--- src/rtl/dual_btn_debounce.sv ---
// Two independent push-button conditioners: 2-flop synchroniser, four-state
// debounce FSM with a reload/down-counter, clean level and rising-edge tick.

module dual_btn_debounce_ch #(
  parameter int unsigned DB_CYCLES = 2_000_000,
  parameter int unsigned CNT_W     = 21
) (
  input  logic clk,
  input  logic reset,
  input  logic btn_raw,
  output logic level,
  output logic tick
);

  typedef enum logic [1:0] {
    ZERO  = 2'd0,
    WAIT1 = 2'd1,
    ONE   = 2'd2,
    WAIT0 = 2'd3
  } state_t;

  localparam logic [CNT_W-1:0] RELOAD = CNT_W'(DB_CYCLES - 1);
  localparam logic [CNT_W-1:0] CNT_ONE = CNT_W'(1);

  logic             sync1;
  logic             sync2;
  state_t           state;
  state_t           state_nxt;
  logic [CNT_W-1:0] cnt;
  logic [CNT_W-1:0] cnt_nxt;
  logic             level_nxt;
  logic             tick_nxt;

  // State, counter, synchroniser and registered outputs
  always_ff @(posedge clk or posedge reset) begin
    if (reset) begin
      sync1 <= 1'b0;
      sync2 <= 1'b0;
      state <= ZERO;
      cnt   <= '0;
      level <= 1'b0;
      tick  <= 1'b0;
    end else begin
      sync1 <= btn_raw;
      sync2 <= sync1;
      state <= state_nxt;
      cnt   <= cnt_nxt;
      level <= level_nxt;
      tick  <= tick_nxt;
    end
  end

  // Next state: any disagreeing sample inside a WAIT state falls back to the stable state
  always_comb begin
    state_nxt = state;
    cnt_nxt   = cnt;
    case (state)
      ZERO: begin
        if (sync2) begin
          state_nxt = WAIT1;
          cnt_nxt   = RELOAD;
        end
      end
      WAIT1: begin
        if (!sync2)           state_nxt = ZERO;
        else if (cnt == '0)   state_nxt = ONE;
        else                  cnt_nxt   = cnt - CNT_ONE;
      end
      ONE: begin
        if (!sync2) begin
          state_nxt = WAIT0;
          cnt_nxt   = RELOAD;
        end
      end
      WAIT0: begin
        if (sync2)            state_nxt = ONE;
        else if (cnt == '0)   state_nxt = ZERO;
        else                  cnt_nxt   = cnt - CNT_ONE;
      end
      default: state_nxt = ZERO;
    endcase
  end

  // Output decode from the next state so the registered level tracks the state register
  always_comb begin
    level_nxt = 1'b0;
    tick_nxt  = 1'b0;
    if (state_nxt == ONE || state_nxt == WAIT0) level_nxt = 1'b1;
    if (state == WAIT1 && state_nxt == ONE)     tick_nxt  = 1'b1;
  end

endmodule

module dual_btn_debounce #(
  parameter int unsigned DB_CYCLES = 2_000_000,
  parameter int unsigned CNT_W     = 21
) (
  input  logic clk,
  input  logic reset,
  input  logic btn_a_raw,
  input  logic btn_b_raw,
  output logic a,
  output logic b,
  output logic a_tick,
  output logic b_tick
);

  dual_btn_debounce_ch #(.DB_CYCLES(DB_CYCLES), .CNT_W(CNT_W)) u_ch_a (
    .clk     (clk),
    .reset   (reset),
    .btn_raw (btn_a_raw),
    .level   (a),
    .tick    (a_tick)
  );

  dual_btn_debounce_ch #(.DB_CYCLES(DB_CYCLES), .CNT_W(CNT_W)) u_ch_b (
    .clk     (clk),
    .reset   (reset),
    .btn_raw (btn_b_raw),
    .level   (b),
    .tick    (b_tick)
  );

endmodule

--- config.mk ---
export PLATFORM = sky130hd
export DESIGN_NAME = dual_btn_debounce
export DESIGN_NICKNAME = d
export VERILOG_FILES = /design/src/rtl/dual_btn_debounce.sv
export SDC_FILE = /design/constraint.sdc
export NUM_CORES = 1
export LEC_CHECK = 0
export BUFFER_PORTS_ARGS = -buffer_cell sky130_fd_sc_hd__buf_2
export CAP_MARGIN = 0
export CELL_PAD_IN_SITES_DETAIL_PLACEMENT = 1
export CELL_PAD_IN_SITES_GLOBAL_PLACEMENT = 1
export CORE_MARGIN = 8
export CORE_UTILIZATION = 44
export CTS_CLUSTER_SIZE = 28
export DETAILED_ROUTE_END_ITERATION = 8
export PLACE_DENSITY = 0.77
export REMOVE_ABC_BUFFERS = 1
export SLEW_MARGIN = 20
export SYNTH_ARGS = -nofsm -noshare
export SYNTH_HDL_FRONTEND = slang
export SYNTH_HIERARCHICAL = 1
export SYNTH_SLANG_ARGS = --single-unit
export TNS_END_PERCENT = 100
--- constraint.sdc ---
create_clock -name clk -period 2.3 [get_ports clk]
set_input_delay 0.575 -clock clk [delete_from_list [all_inputs] [get_ports clk]]
set_output_delay 0.575 -clock clk [all_outputs]
set_load 0.01 [all_outputs]
* After elaboration in Yosys (flattened, before gate mapping)
Index checks and enable logic that the tools add are counted.
** Word-level totals
- Flip-flop bits (word level) :: 54
- Input bits :: 4
** Cells by class
- Add/sub/neg operators :: 2
- Equality and inequality tests :: 18
- Muxes and demuxes :: 30
- Reduce and logical (&&, ||, !) cells :: 10
** Operators with widths (number)
- $mux W21 :: 10
- $pmux W21 S4 :: 2
- $logic_not A21 Y1 :: 2
- $sub A21 B1 Y21 const B :: 2
- $mux W2 :: 12
- $eq A2 B2 Y1 const B :: 8
- $pmux W2 S4 :: 2
- $ne A2 B1 Y1 const B :: 4
- $ne A2 B2 Y1 const B :: 4
- $reduce_and A4 Y1 :: 2
- $eq A2 B1 Y1 const B :: 2
- $logic_not A2 Y1 :: 2
- $mux W1 :: 4
- $logic_and A1 B1 Y1 :: 2
- $logic_or A1 B1 Y1 :: 2

* Logic depth before layout (Yosys ltp)
- Word-level depth :: 7
- Depth in mapped cells :: 7
- Depth with buffers taken out :: 7

* Cells and area by module
Netlist, hierarchy kept.
** Modules (own cells, without submodules)
- dual_btn_debounce_ch :: instances 2, cells an instance 159, area each 1522.7 um^2

* Worst setup path before layout
OpenSTA, ideal clock, no wires.
- Kind :: register to register
- From :: reg u_ch_a.cnt[0]
- To :: reg u_ch_a.cnt[14]
- Library setup time :: 121 ps
- Arrival time :: 2013 ps
- Data required time :: 2179 ps
- Setup slack :: 166 ps
- Stages on the path, launching flop included :: 8
- Buffers on the path :: 0
- Period minus slack after synthesis :: 2134 ps
- Cells stage by stage :: dfrtp_1 inv_1 ha_1 nor3b_1 nand2_1 nor3_2 mux2_1 a22o_1
** On the way
- Longest elaborated chain between the ends :: 4
- Elaborated cells on any way between the ends :: 6
- Classes of those cells :: 1 x add/sub; 4 x mux; 1 x reduce/logical
** Ends and longest elaborated chain
- from (decl) :: RTL line 29 : logic [CNT_W-1:0] cnt;
- from (signal assigned) :: RTL line 47 : cnt <= cnt_nxt;
- $sub A21 B1 Y21 / $logic_not A21 Y1 (equally long branches)
- $mux W21 * :: RTL line 66, 77
- $mux W21 (on tied branches) :: RTL line 76, 65
- $pmux W21 S4 * :: RTL line 57 : case (state)
Every way passes the cells marked *; elsewhere a longest branch is shown, timed or not. The select of a mux whose other input is x is not followed.
A chain may end at the register's enable or synchronous reset.

* Final worst setup path
- From :: reg u_ch_b.cnt[8]
- To :: reg u_ch_b.cnt[7]
** On the way
- Longest elaborated chain between the ends :: 4
- Elaborated cells on any way between the ends :: 5
- Classes of those cells :: 4 x mux; 1 x reduce/logical
** Ends and longest elaborated chain (RTL line)
- from (decl) :: 29
- from (signal assigned) :: 47
- $logic_not A21 Y1 * :: 66, 77
- $mux W21 *
- $mux W21 (on tied branches)
- $pmux W21 S4 *
Marks and branches as above.

==> results.md <==
- Traced cell by cell, the critical path runs through nor4_4 -> nand4_1 -> nor2_1 -> nor2_1 -> a22o_1.
- After floorplanning, the core was sized to cover 6756 sq um.
- The proportion of synthesized flip-flops having asynchronous set or reset is 100.0%.
- The count of cells resized by post-cts repair is 0.
- The worst register-to-register path begins at u_ch_b/cnt[8].
- The post-CTS setup repair buffer count is 0.
- The sequential fraction of the synthesis area is 44.37%.
- Setup violations remaining at the end of the flow were counted as 0.
- The share of synthesized area in the top cell type comes to 44.37%.
- In the routed design, unresolved DRC markers number 0.
- Wire segments on met3 add up to 148 microns in the final route.
- The detailed-route wire length on metal 1 is 3410 microns.
- Yosys mapped the design onto 50 distinct sky130hd cell types.
- The number of top-level pins is 8.
- The minimum clock period is 2121 ps.
- Grouping stages by cell kind, the critical path spends the most delay in simple AND/OR/NAND/NOR gates.
- Setup repair after global routing left no endpoint under its margin.
- The total CTS buffers is 5.
- Measured against its own limit, the worst slew margin works out to 68.38%.
- The finished layout cell area is 3323 sq um.
- The antenna violation net count after detailed routing is 0.
- After clock tree synthesis, the flow added hold-fix buffers numbering 0.
- Leaving out fill and tap cells, the most frequent cells in the layout are 54 x dfrtp_1, 38 x nor2_1, 34 x nand2_1.
- The root buffer cell is clkbuf_8.
- The count of buffering cells on the critical path with inverters included is 0.
- Of the cells placed in the final design, the portion with a size suffix greater than 1 is 18.69%.
- The via count of the first global-routing pass is 2,678.
- The average instance in the mapped netlist occupies 9.577 sq um.
- The cell count after placement is 410.
- The netlist area before placement is 3045 sq um.
- The area after detailed placement is 3241 sq um.
- The HPWL reported at the end of detailed placement is 5594 microns.
- The finished layout holds 417 standard cells, fillers aside.
- The number of antenna diodes in the final layout is 0.
- Yosys attributes the largest share of cell area to dfrtp_1 44%, nor2_1 4.7%, nand2_1 4.2%.
- Across the run, the number of max-cap violations was 0.
- Cells fill 49.19% of the core in the end.
- The first global-routing pass estimated 13,250 microns of wire.
- TritonCTS built the clock tree.
- The clock passes through at most 2 buffers.
- The number of flops mapped to enable cells by yosys is 0.
- IR analysis of the VDD net gives a maximum drop of 0.0002410 V.
- The measured slew at the worst slew-check pin is 470.4 ps.
- The max-slew violation count is 0.
- The number of iterations in the first detailed-routing pass is 4.
- The critical path's largest stage delay is 500 ps.
- The timing-limited maximum frequency is 0.4714 GHz.
- The worst-case clock skew is 19.11 ps.
- After detailed routing, the number of vias per cell comes to 6.127.
- Of all cell types, the one taking the most synthesized area is dfrtp_1.
- Port buffering added 7 buffers.
- Among the stages of the critical path, the cell type that occurs most often is nor2_1.
- Global routing consumed, over all layers together, 16.49% of the routing resources.
- Adding up every negative setup slack in the final design gives 0 ps.
- The kind of start point of the critical path is a flop.
- The final critical path takes up 92.23% of the cycle.
- The number of nets in the finished design is 343.
- The flow ran to the end, and the final reports show no timing, DRC or antenna violations.
- STA puts the critical path data required time at 2500 ps.
- From synthesis to final layout, the design area changed by 9.121%.
- By startpoint and endpoint, the worst setup path is classified as reg2reg.
- The clock net in this run drives a total of 54 sinks.
- The maximum number of pins on one net before global-route repair is 28.
- The insertion delay of the later-clocked pin in the worst-skew pair is 310 ps.
- The worst setup slack for register-to-register paths is 180 ps.
- The initial antenna violation count is 0.
- The uppermost metal layer occupied by signal nets is met4.
- Along the worst path, the maximum fanout reaches 8.
- The depth of the worst register-to-register path is 5.
- On the critical path, the stage with the largest delay is an instance of dfrtp_1.
- Power spread over the standard cell area amounts to 549.4 nW/um^2.
- The synthesized instance count is 318.
- For this configuration, the core starts out at a cell density of 45.07%.
- The total of flip-flops plus latches after synthesis is 54.
- The met2 wire length is 4090 microns.
- The leakage power total is 0.001319 uW.
- The count of endpoints failing hold in the final timing report is 0.
- The floorplan step defined a die boundary enclosing 9840 sq um.
- The class of the worst hold path is in2async.
- The H-tree depth is 2.
- After clock tree synthesis, the clock-pin slew on the worst setup and hold paths is 110 ps.
- The worst setup path is captured at a flop.
- Leaving out fill and tap cells, the most frequent cell in the layout is dfrtp_1.
- The main flop type after synthesis is dfrtp_1.
- The last weighted congestion value of the routability-driven placer is 0.8051.
- The data arrival time of the worst path is 2320 ps.
- After global routing the overflow that remains totals 0.
- The DRC violation total after the first TritonRoute iteration is 63.
- The die is 99.20 microns wide.
- The vertical die dimension is 99.20 microns.
- The final worst hold slack is 316.2 ps.
- The routed layout has 2,555 vias.
- The endpoint of the worst register-to-register path is u_ch_b/cnt[7].
- The synthesis warning total is 6.
- The mean routed wirelength per cell is 18.59 microns.
- The total length of routed wires is 7751 microns.
- The initialized floorplan defines 30 standard-cell rows.
[metrics by stage]
step | setup WS (ps) | total power (uW)
3_3_place_gp | 265.1 | 1304
6_report | 178.6 | 1826
4_1_cts | 173.1 | 1848
3_5_place_dp | 183.4 | 1318
5_1_grt | 7.885 | 1916
2_1_floorplan | 166.1 | 1229
[synthesized netlist by cell type, drive strengths merged (4+ instances only)]
library cell  instances
o21ai                20
mux2                  6
and2                  6
nor4                 12
clkbuf                8
or4                   4
inv                  14
nand2b                8
a22o                  4
a31o                  4
a31oi                 8
nand4                 6
nand2                34
nor3                 10
a311oi                6
nand3                 6
dfrtp                54
nor2                 38
a21oi                16
o31ai                 6
nor4b                 6
[state kept, by name (all words and copies together) (netlist names)]
name          flops
u_ch_a/cnt       21
u_ch_a/level      1
u_ch_b/sync2      1
u_ch_a/sync2      1
u_ch_b/cnt       21
u_ch_a/state      2
u_ch_b/state      2
u_ch_a/tick       1
u_ch_b/tick       1
u_ch_b/level      1
u_ch_a/sync1      1
u_ch_b/sync1      1
[tightest hold or removal path, stage by stage]
cell	delay, ps
buf_2	100
inv_1	40
buf_4	330
[layout make-up]
| class | instances | area [sq um] |
|---|---|---|
| clock buffers | 5 | 68.82 |
| inverters | 14 | 52.55 |
| multi-input cells | 240 | 1589 |
| well taps | 80 | 100.1 |
| fillers | 788 | 3433 |
| flip-flops and latches | 54 | 1351 |
| clock inverters | 2 | 13.76 |
| repair buffers | 22 | 147.6 |
[worst max path at each step]
stage	start	end	slack (ps)	cells past startpoint
finish	u_ch_b/cnt[8]	u_ch_b/cnt[7]	180	5
global route	u_ch_b/cnt[0]	u_ch_b/cnt[2]	8	8
CTS	u_ch_b/cnt[8]	u_ch_b/cnt[7]	170	5
detailed placement	u_ch_b/cnt[0]	u_ch_b/cnt[14]	180	7
global placement	u_ch_b/cnt[8]	u_ch_b/cnt[13]	270	5
floorplan	u_ch_a/cnt[0]	u_ch_a/cnt[14]	170	7
[power breakdown]
part | internal, uW | total, uW | switching [uW]
sequential | 1000 | 1080 | 79.2
clock | 212 | 529 | 317
combinational | 86.5 | 218 | 131
[layer usage]
layer	up-vias	GRT usage, %
met5	-	0
met4	0	4.307
met3	8	2.584
met2	29	30.41
met1	1294	19.29
li1	1224	-
[cell families (layout without fill, tap and decap cells)]
| logic type | after synthesis | after routing | share of synthesized area, % |
|---|---|---|---|
| simple gates | 140 | 140 | 27.12 |
| buf+inv | 24 | 43 | 3.451 |
| compound gates | 88 | 88 | 20.87 |
| mux | 6 | 6 | 2.218 |
| flops | 54 | 54 | 44.37 |
| fa+ha+maj | 2 | 2 | 0.8216 |
| xor+xnor | 4 | 4 | 1.151 |
Note: power is estimated with default switching activity, not from simulation.
